## src/rtl/instruction_sequencer.sv

```systemverilog
// Multi-cycle fetch/decode/execute control FSM: fetches instruction words over a
// req/ack handshake and opens the decoder's strobes only on execute and write-back cycles.
module instruction_sequencer #(
    parameter int MEM_LAT       = 2,
    parameter int FETCH_TIMEOUT = 8
) (
    input  logic        clk,
    input  logic        rst,
    input  logic        start,
    input  logic        stop,
    input  logic [15:0] pc,
    output logic        rom_req,
    output logic [15:0] rom_addr,
    input  logic        rom_ack,
    input  logic [20:0] rom_data,
    output logic [20:0] ir,
    output logic [15:0] ir_addr,
    input  logic        dec_A_ce,
    input  logic        dec_REGS_ce,
    input  logic        dec_flags_ce,
    input  logic        dec_load_pc,
    input  logic        dec_load_linkreg,
    input  logic        dec_mem_we,
    output logic        A_ce,
    output logic        REGS_ce,
    output logic        flags_ce,
    output logic        load_pc,
    output logic        load_linkreg,
    output logic        mem_we,
    output logic        pc_inc,
    output logic        busy,
    output logic        halted,
    output logic        fault,
    output logic [15:0] instr_count,
    output logic [2:0]  dbg_state
);

    typedef enum logic [2:0] {
        S_IDLE    = 3'd0,
        S_FETCH   = 3'd1,
        S_DECODE  = 3'd2,
        S_EXEC    = 3'd3,
        S_MEMWAIT = 3'd4,
        S_WB      = 3'd5,
        S_HALT    = 3'd6
    } state_t;

    state_t      state_q, state_d;
    logic [20:0] ir_q, ir_d;
    logic [15:0] ir_addr_q, ir_addr_d;
    logic [15:0] cnt_q, cnt_d;
    logic        fault_q, fault_d;
    logic        stop_pend_q, stop_pend_d;
    logic [7:0]  to_cnt_q, to_cnt_d;
    logic [3:0]  wait_q, wait_d;
    logic        stop_now;

    always_ff @(posedge clk or posedge rst) begin
        if (rst) begin
            state_q     <= S_IDLE;
            ir_q        <= '0;
            ir_addr_q   <= '0;
            cnt_q       <= '0;
            fault_q     <= 1'b0;
            stop_pend_q <= 1'b0;
            to_cnt_q    <= '0;
            wait_q      <= '0;
        end else begin
            state_q     <= state_d;
            ir_q        <= ir_d;
            ir_addr_q   <= ir_addr_d;
            cnt_q       <= cnt_d;
            fault_q     <= fault_d;
            stop_pend_q <= stop_pend_d;
            to_cnt_q    <= to_cnt_d;
            wait_q      <= wait_d;
        end
    end

    // A stop arriving in the very cycle of the boundary counts as pending.
    assign stop_now = stop_pend_q | stop;

    always_comb begin
        state_d      = state_q;
        ir_d         = ir_q;
        ir_addr_d    = ir_addr_q;
        cnt_d        = cnt_q;
        fault_d      = fault_q;
        stop_pend_d  = stop_pend_q | stop;
        to_cnt_d     = '0;
        wait_d       = '0;
        rom_req      = 1'b0;
        rom_addr     = '0;
        A_ce         = 1'b0;
        REGS_ce      = 1'b0;
        flags_ce     = 1'b0;
        load_pc      = 1'b0;
        load_linkreg = 1'b0;
        mem_we       = 1'b0;
        pc_inc       = 1'b0;
        halted       = 1'b0;

        case (state_q)
            S_IDLE: begin
                stop_pend_d = 1'b0;
                if (start && !stop) state_d = S_FETCH;
            end
            S_FETCH: begin
                rom_req  = 1'b1;
                rom_addr = pc;
                if (rom_ack) begin
                    ir_d      = rom_data;
                    ir_addr_d = pc;
                    state_d   = S_DECODE;
                end else if (({1'b0, to_cnt_q} + 9'd1) == 9'(FETCH_TIMEOUT)) begin
                    fault_d = 1'b1;
                    state_d = S_HALT;
                end else begin
                    to_cnt_d = to_cnt_q + 8'd1;
                end
            end
            S_DECODE: state_d = S_EXEC;
            S_EXEC: begin
                A_ce         = dec_A_ce;
                flags_ce     = dec_flags_ce;
                load_pc      = dec_load_pc;
                load_linkreg = dec_load_linkreg;
                mem_we       = dec_mem_we;
                pc_inc       = ~dec_load_pc;
                cnt_d        = cnt_q + 16'd1;
                if (dec_REGS_ce) begin
                    state_d = (MEM_LAT == 0) ? S_WB : S_MEMWAIT;
                end else if (stop_now) begin
                    state_d     = S_HALT;
                    stop_pend_d = 1'b0;
                end else begin
                    state_d = S_FETCH;
                end
            end
            S_MEMWAIT: begin
                if (({1'b0, wait_q} + 5'd1) == 5'(MEM_LAT)) state_d = S_WB;
                else wait_d = wait_q + 4'd1;
            end
            S_WB: begin
                REGS_ce = 1'b1;
                if (stop_now) begin
                    state_d     = S_HALT;
                    stop_pend_d = 1'b0;
                end else begin
                    state_d = S_FETCH;
                end
            end
            S_HALT: begin
                halted      = 1'b1;
                stop_pend_d = 1'b0;
                if (start) begin
                    fault_d = 1'b0;
                    state_d = S_FETCH;
                end
            end
            default: state_d = S_IDLE;
        endcase
    end

    assign busy        = (state_q != S_IDLE) && (state_q != S_HALT);
    assign ir          = ir_q;
    assign ir_addr     = ir_addr_q;
    assign fault       = fault_q;
    assign instr_count = cnt_q;
    assign dbg_state   = state_q;

endmodule

```

## config.mk

```make
export PLATFORM = sky130hd
export DESIGN_NAME = instruction_sequencer
export DESIGN_NICKNAME = d
export VERILOG_FILES = /design/src/rtl/instruction_sequencer.sv
export SDC_FILE = /design/constraint.sdc
export NUM_CORES = 1
export LEC_CHECK = 0
export CAP_MARGIN = 10
export CORE_ASPECT_RATIO = 0.5
export CORE_MARGIN = 3
export CORE_UTILIZATION = 30
export DETAILED_ROUTE_END_ITERATION = 12
export PLACE_DENSITY = 0.58
export REMOVE_ABC_BUFFERS = 1
export SYNTH_ARGS = -nofsm -noshare
export SYNTH_HDL_FRONTEND = slang
export SYNTH_SLANG_ARGS = --single-unit
```

## constraint.sdc

```tcl
create_clock -name clk -period 3 [get_ports clk]
set_input_delay 0.45 -clock clk [delete_from_list [all_inputs] [get_ports clk]]
set_output_delay 0.45 -clock clk [all_outputs]
set_load 0.05 [all_outputs]
```

After elaboration in Yosys (flattened, before gate mapping)
Index checks and enable logic that the tools add are counted.

Register bits: 70. Output and inout port bits: 83. Logic and storage cells: 69.

Add/subtract/negate cells: 5. Equality and inequality tests: 15. Mux-type cells: 29. Bitwise logic cells: 2. Reduce and logical (&&, ||, !) cells: 10.

Operators by type and width (number): 8-bit 2-to-1 mux (3); 3-bit 2-to-1 mux (7); 3-bit one-hot mux with 7 select lines (1); 16-bit by 1-bit adder with 16-bit output (second input constant) (1); 16-bit 2-to-1 mux (1); 1-bit 2-to-1 mux (13); 2-bit != test (second input constant) (5); 8-bit by 1-bit adder with 9-bit output (second input constant) (1); 3-bit == test (second input constant) (3); 9-bit by 4-bit == test with 1-bit output (second input constant) (1); 8-bit by 1-bit adder with 8-bit output (second input constant) (1); 4-bit 2-to-1 mux (2); 4-bit AND reduction (2); 3-bit by 2-bit == test with 1-bit output (second input constant) (2); 3-bit != test (second input constant) (2); 4-bit by 1-bit adder with 5-bit output (second input constant) (1); 5-bit by 2-bit == test with 1-bit output (second input constant) (1); 4-bit by 1-bit adder with 4-bit output (second input constant) (1); 1-bit one-hot mux with 2 select lines (2); 3-bit by 1-bit == test with 1-bit output (second input constant) (1); 3-bit zero test (1); 3-bit nonzero test (1); 3-bit OR reduction (1); 1-bit logical AND (2); other kinds (5) (5).

Longest topological paths before layout
Depth after elaboration: 5. Mapped depth: 6. Depth with buffers taken out: 6.

Least setup slack after synthesis
Ideal clock, no wire load.

Path kind: flip-flop to output port. From: reg state_q[1] (netlist: dbg_state[1]). To: out rom_addr[10]. Arrival: 2.275 ns. Required time: 2.550 ns. Slack: 0.275 ns. Stages on the path, launching flop included: 5. Cell sequence: dfrtp_1 nand2b_1 nor2_1 clkbuf_1 and2_1.

Longest elaborated chain between the ends: 2.

RTL lines: from (decl) (line 48) `state_t state_q, state_d;`; from (signal assigned) (line 69) `state_q <= state_d;`; 3-bit by 1-bit == test with 1-bit output (line 103) `case (state_q)`; 16-bit 2-to-1 mux (line 103); to (decl) (line 13) `output logic [15:0] rom_addr,`.

No other way between the ends.

Worst setup path in the final report
From: reg state_q[2] (netlist: dbg_state[2]). To: out pc_inc.

Longest elaborated chain between the ends: 2.

RTL lines: 3-bit by 2-bit == test with 1-bit output (line 103); 1-bit 2-to-1 mux (line 103); to (decl) (line 30) `output logic pc_inc,`.

No other way between the ends.

==> impl_summary.md <==
Yosys
The Yosys step of the flow raised 0 warnings. Counting flops with an async set or reset pin after synthesis yields a share of 100%. The most instantiated flip-flop cell in the synthesis netlist is sky130_fd_sc_hd__dfrtp_1. After synthesis, the cell types taking the most area are sky130_fd_sc_hd__dfrtp_1 54%, sky130_fd_sc_hd__mux2_1 13%, sky130_fd_sc_hd__and2_1 4.2%. Of all cell types, the one taking the most synthesized area is sky130_fd_sc_hd__dfrtp_1. After synthesis, flip-flops and latches occupy 54.1% of the total area.

Synthesis produced a netlist whose cell count is 280. After synthesis the netlist holds a flip-flop and latch count of 70. The cell area that synthesis handed to floorplanning was 0.00324 mm2.

The number of distinct library cells after synthesis is 42. Counting flops with a built-in enable in the synthesized netlist gives 0. The area fraction of the dominant cell type after synthesis is 54.1%.

Each instance of the synthesized netlist takes up on average 11.6 um2.

GRT
For this run, the total global-route usage over all layers was measured as 14.8%. The first global-routing pass estimated 14.4 mm of wire. The met1 usage is 17.4%. Global routing used 4.11% of the available met3 tracks. The highest-utilization routing layer at the global route stage is met2. Global routing used 27.4% of the available met2 tracks. The via count of the first global-routing pass came to 2697.

The pin count of the biggest net entering global routing is 34. The number of antenna violations at the first check in global routing is 0. The total overflow left after global routing is 0.

STA
The share of the clock period used by the worst path is 93.4%. The worst pin sits at a relative slew slack of 55.1%. Based on the critical path, the design can be clocked at up to 0.357 GHz. The number of endpoints failing setup at the final stage is 0. The final critical-path setup slack is 0.199 ns. The final number of max-transition violations was 0. After layout, the minimum clock period comes to 2.80 ns. The clock skew after layout is 0.00495 ns.

The slew at the pin closest to its max-slew limit is 0.672 ns. The number of failing hold endpoints at the final stage is 0. Setup repair after global routing left no endpoint under its margin.

Floorplan
The initial utilization of the core area, before any placement, comes to 31.3%. The die covers 0.0122 mm2. The floorplan step set the die width to 153 um. The die is 79.5 um tall. The number of I/O pins is 131.

The floorplan has 26 rows. The core outline area is 0.0103 mm2.

Worst setup path
The kind of critical path is reg -> out. The maximum fanout count along the critical path is 13. The critical path endpoint category is a primary output.

The category of the worst setup path launch point is a flop. The required time reported for the critical path endpoint is 2.55 ns. The worst setup slack for register-to-register paths is 0.83 ns.

The signal arrival time at the worst endpoint is 2.35 ns.

Finish
The top cell types in the final layout, fill and taps aside, are 113 x sky130_fd_sc_hd__clkdlybuf4s50_1, 70 x sky130_fd_sc_hd__dfrtp_1, 37 x sky130_fd_sc_hd__mux2_1. The post-route cell area is 0.00519 mm2. Relative to the synthesized area, the layout overhead comes to 60.4%. The number of fillers in the final layout is 927. The repair_antennas step left the layout with diodes totalling 0. Of the cells placed in the final design, the portion with a size suffix greater than 1 is 10.4%. The number of nets in the layout is 471. The most common library cell in the layout ignoring fill and taps is sky130_fd_sc_hd__clkdlybuf4s50_1.

CTS
The hold buffer count at cts is 0. Clock-pin slew was measured on the worst setup and hold paths at 0.06 ns. The total CTS buffers is 9. The CTS sink count is 70. The H-tree was split into 3 levels. The clock tree root driver cell is sky130_fd_sc_hd__clkbuf_16. The clock tree from TritonCTS is built.

The longest clock path from root to sink contains 2 buffers. Once the clock tree was built, the setup fixing pass inserted 0 buffers. The clock latency reported for the late side of the worst-skew pair is 0.33 ns. The number of gates resized after CTS was 0.

Route
The number of vias per cell is 4.63. The overall routed net length is 8.65 mm. The post-detailed-route count of antenna-violating nets is 0.

Dividing the detail-routed wire length by the instance count gives 15.4 um. For this block, the initial DRC count from the detailed router was 157. The total number of vias is 2602. The iteration count of the initial detailed-routing pass is 4. The post-detailed-route DRC marker count is 0.

Min path
The worst hold path belongs to the class reg -> reg.

Job
The number of maximum-capacitance constraint violations is 0.

Power
The power density over the cells is 1130 mW/mm2. Across the VDD grid, the largest voltage drop is 0.362 mV. The reported leakage power is 0.00220 uW.

Placed design
The placed standard-cell area is 0.00488 mm2. At the end of routability-driven placement, the weighted congestion stood at 0.917. The number of buffer cells added on primary ports is 130. The pre-CTS setup slack is 0.569 ns.

Detailed placement ended at an HPWL of 6.79 mm.

Outcome
The run finished with clean final reports.
## routing by layer
layer / routed length [um] / share of wire, %
met1: 3490 / 40
met2: 4800 / 55
met3: 267 / 3.1
met4: 96 / 1.1
met5: 0 / 0
## kinds of logic (layout without fill, tap and decap cells)
group | count (synthesis) | count (layout) | share of synthesized area, %
xor+xnor | 23 | 23 | 6.22
fa+ha+maj | 5 | 5 | 1.93
flops | 70 | 70 | 54.1
buf+inv | 19 | 161 | 2.32
compound gates | 29 | 29 | 6.41
simple gates | 96 | 96 | 15.8
mux | 38 | 38 | 13.2
## critical path, stage by stage (launching register included)
cell                              delay (ns)
sky130_fd_sc_hd__dfrtp_1                0.53
sky130_fd_sc_hd__inv_2                  0.16
sky130_fd_sc_hd__and3_1                 0.34
sky130_fd_sc_hd__nor2b_1                0.18
sky130_fd_sc_hd__clkdlybuf4s50_1        0.81
## synthesized netlist by cell type, types with 2 or more instances
cell type                  instances
sky130_fd_sc_hd__nor2_1           22
sky130_fd_sc_hd__xor2_1            8
sky130_fd_sc_hd__nand2_1          14
sky130_fd_sc_hd__nand2b_1          2
sky130_fd_sc_hd__a21boi_1          2
sky130_fd_sc_hd__a21oi_1           6
sky130_fd_sc_hd__nand4_1           2
sky130_fd_sc_hd__clkbuf_1          5
sky130_fd_sc_hd__mux2_1           37
sky130_fd_sc_hd__or3_1             2
sky130_fd_sc_hd__buf_2             3
sky130_fd_sc_hd__nor2b_1           3
sky130_fd_sc_hd__nand3_1          10
sky130_fd_sc_hd__o21ai_0           7
sky130_fd_sc_hd__and4_1            3
sky130_fd_sc_hd__nor3_1            5
sky130_fd_sc_hd__inv_1             8
sky130_fd_sc_hd__ha_1              5
sky130_fd_sc_hd__a32oi_1           2
sky130_fd_sc_hd__a31oi_1           2
sky130_fd_sc_hd__dfrtp_1          70
sky130_fd_sc_hd__and2_1           22
sky130_fd_sc_hd__xnor2_1          15
sky130_fd_sc_hd__and3_1            5
sky130_fd_sc_hd__inv_2             3
## report_power, final
| part | internal (uW) | leakage (uW) | switching, uW |
|---|---|---|---|
| clock | 722 | 0.000152 | 397 |
| combinational | 1190 | 0.00117 | 2060 |
| sequential | 1270 | 0.000886 | 251 |
| total | 3190 | 0.00220 | 2700 |
## area by class of cell
cell class	instances	area [um2]	share of cell area (%)
Multi-Input combinational cell	191	1420	27.3
Clock buffer	9	225	4.34
Inverter	11	41.3	0.795
Clock inverter	6	86.3	1.66
Sequential cell	70	1750	33.7
Tap cell	140	175	3.37
Timing Repair Buffer	135	1500	28.8
## worst paths after layout
check                                            startpoint                     endpoint  cells past startpoint
worst max-delay path               dbg_state[2]$_DFFE_PP0P_                       pc_inc                      4
worst min-delay path            instr_count[15]$_DFFE_PP0N_  instr_count[15]$_DFFE_PP0N_                      1
worst max register to register        to_cnt_q[0]$_DFF_PP0_     dbg_state[2]$_DFFE_PP0P_                      6
worst min register to register  instr_count[15]$_DFFE_PP0N_  instr_count[15]$_DFFE_PP0N_                      1
max in group asynchronous                               rst        to_cnt_q[5]$_DFF_PP0_                      3
min in group asynchronous                               rst           ir[20]$_DFFE_PP0P_                      2
## flip-flops by register name (all words and copies together), names as in the netlist
register     cells
dbg_state        3
fault            1
instr_count     16
ir              21
ir_addr         16
stop_pend_q      1
to_cnt_q         8
wait_q           4
## per-stage QoR
step | hold WS [ns] | std cells | TNS (ns) | total power [uW] | utilization [%]
2_1_floorplan | 0.475 | 272 | -3.34 | 3530 | -
3_3_place_gp | 0.467 | 547 | 0 | 4770 | 47.2
3_5_place_dp | 0.472 | 547 | 0 | 4810 | 47.2
4_1_cts | 0.485 | 562 | 0 | 5960 | 50.2
5_1_grt | 0.495 | 562 | 0 | 6190 | 50.2
6_report | 0.481 | 562 | 0 | 5890 | 50.2
(Power assumes the default switching activity.)
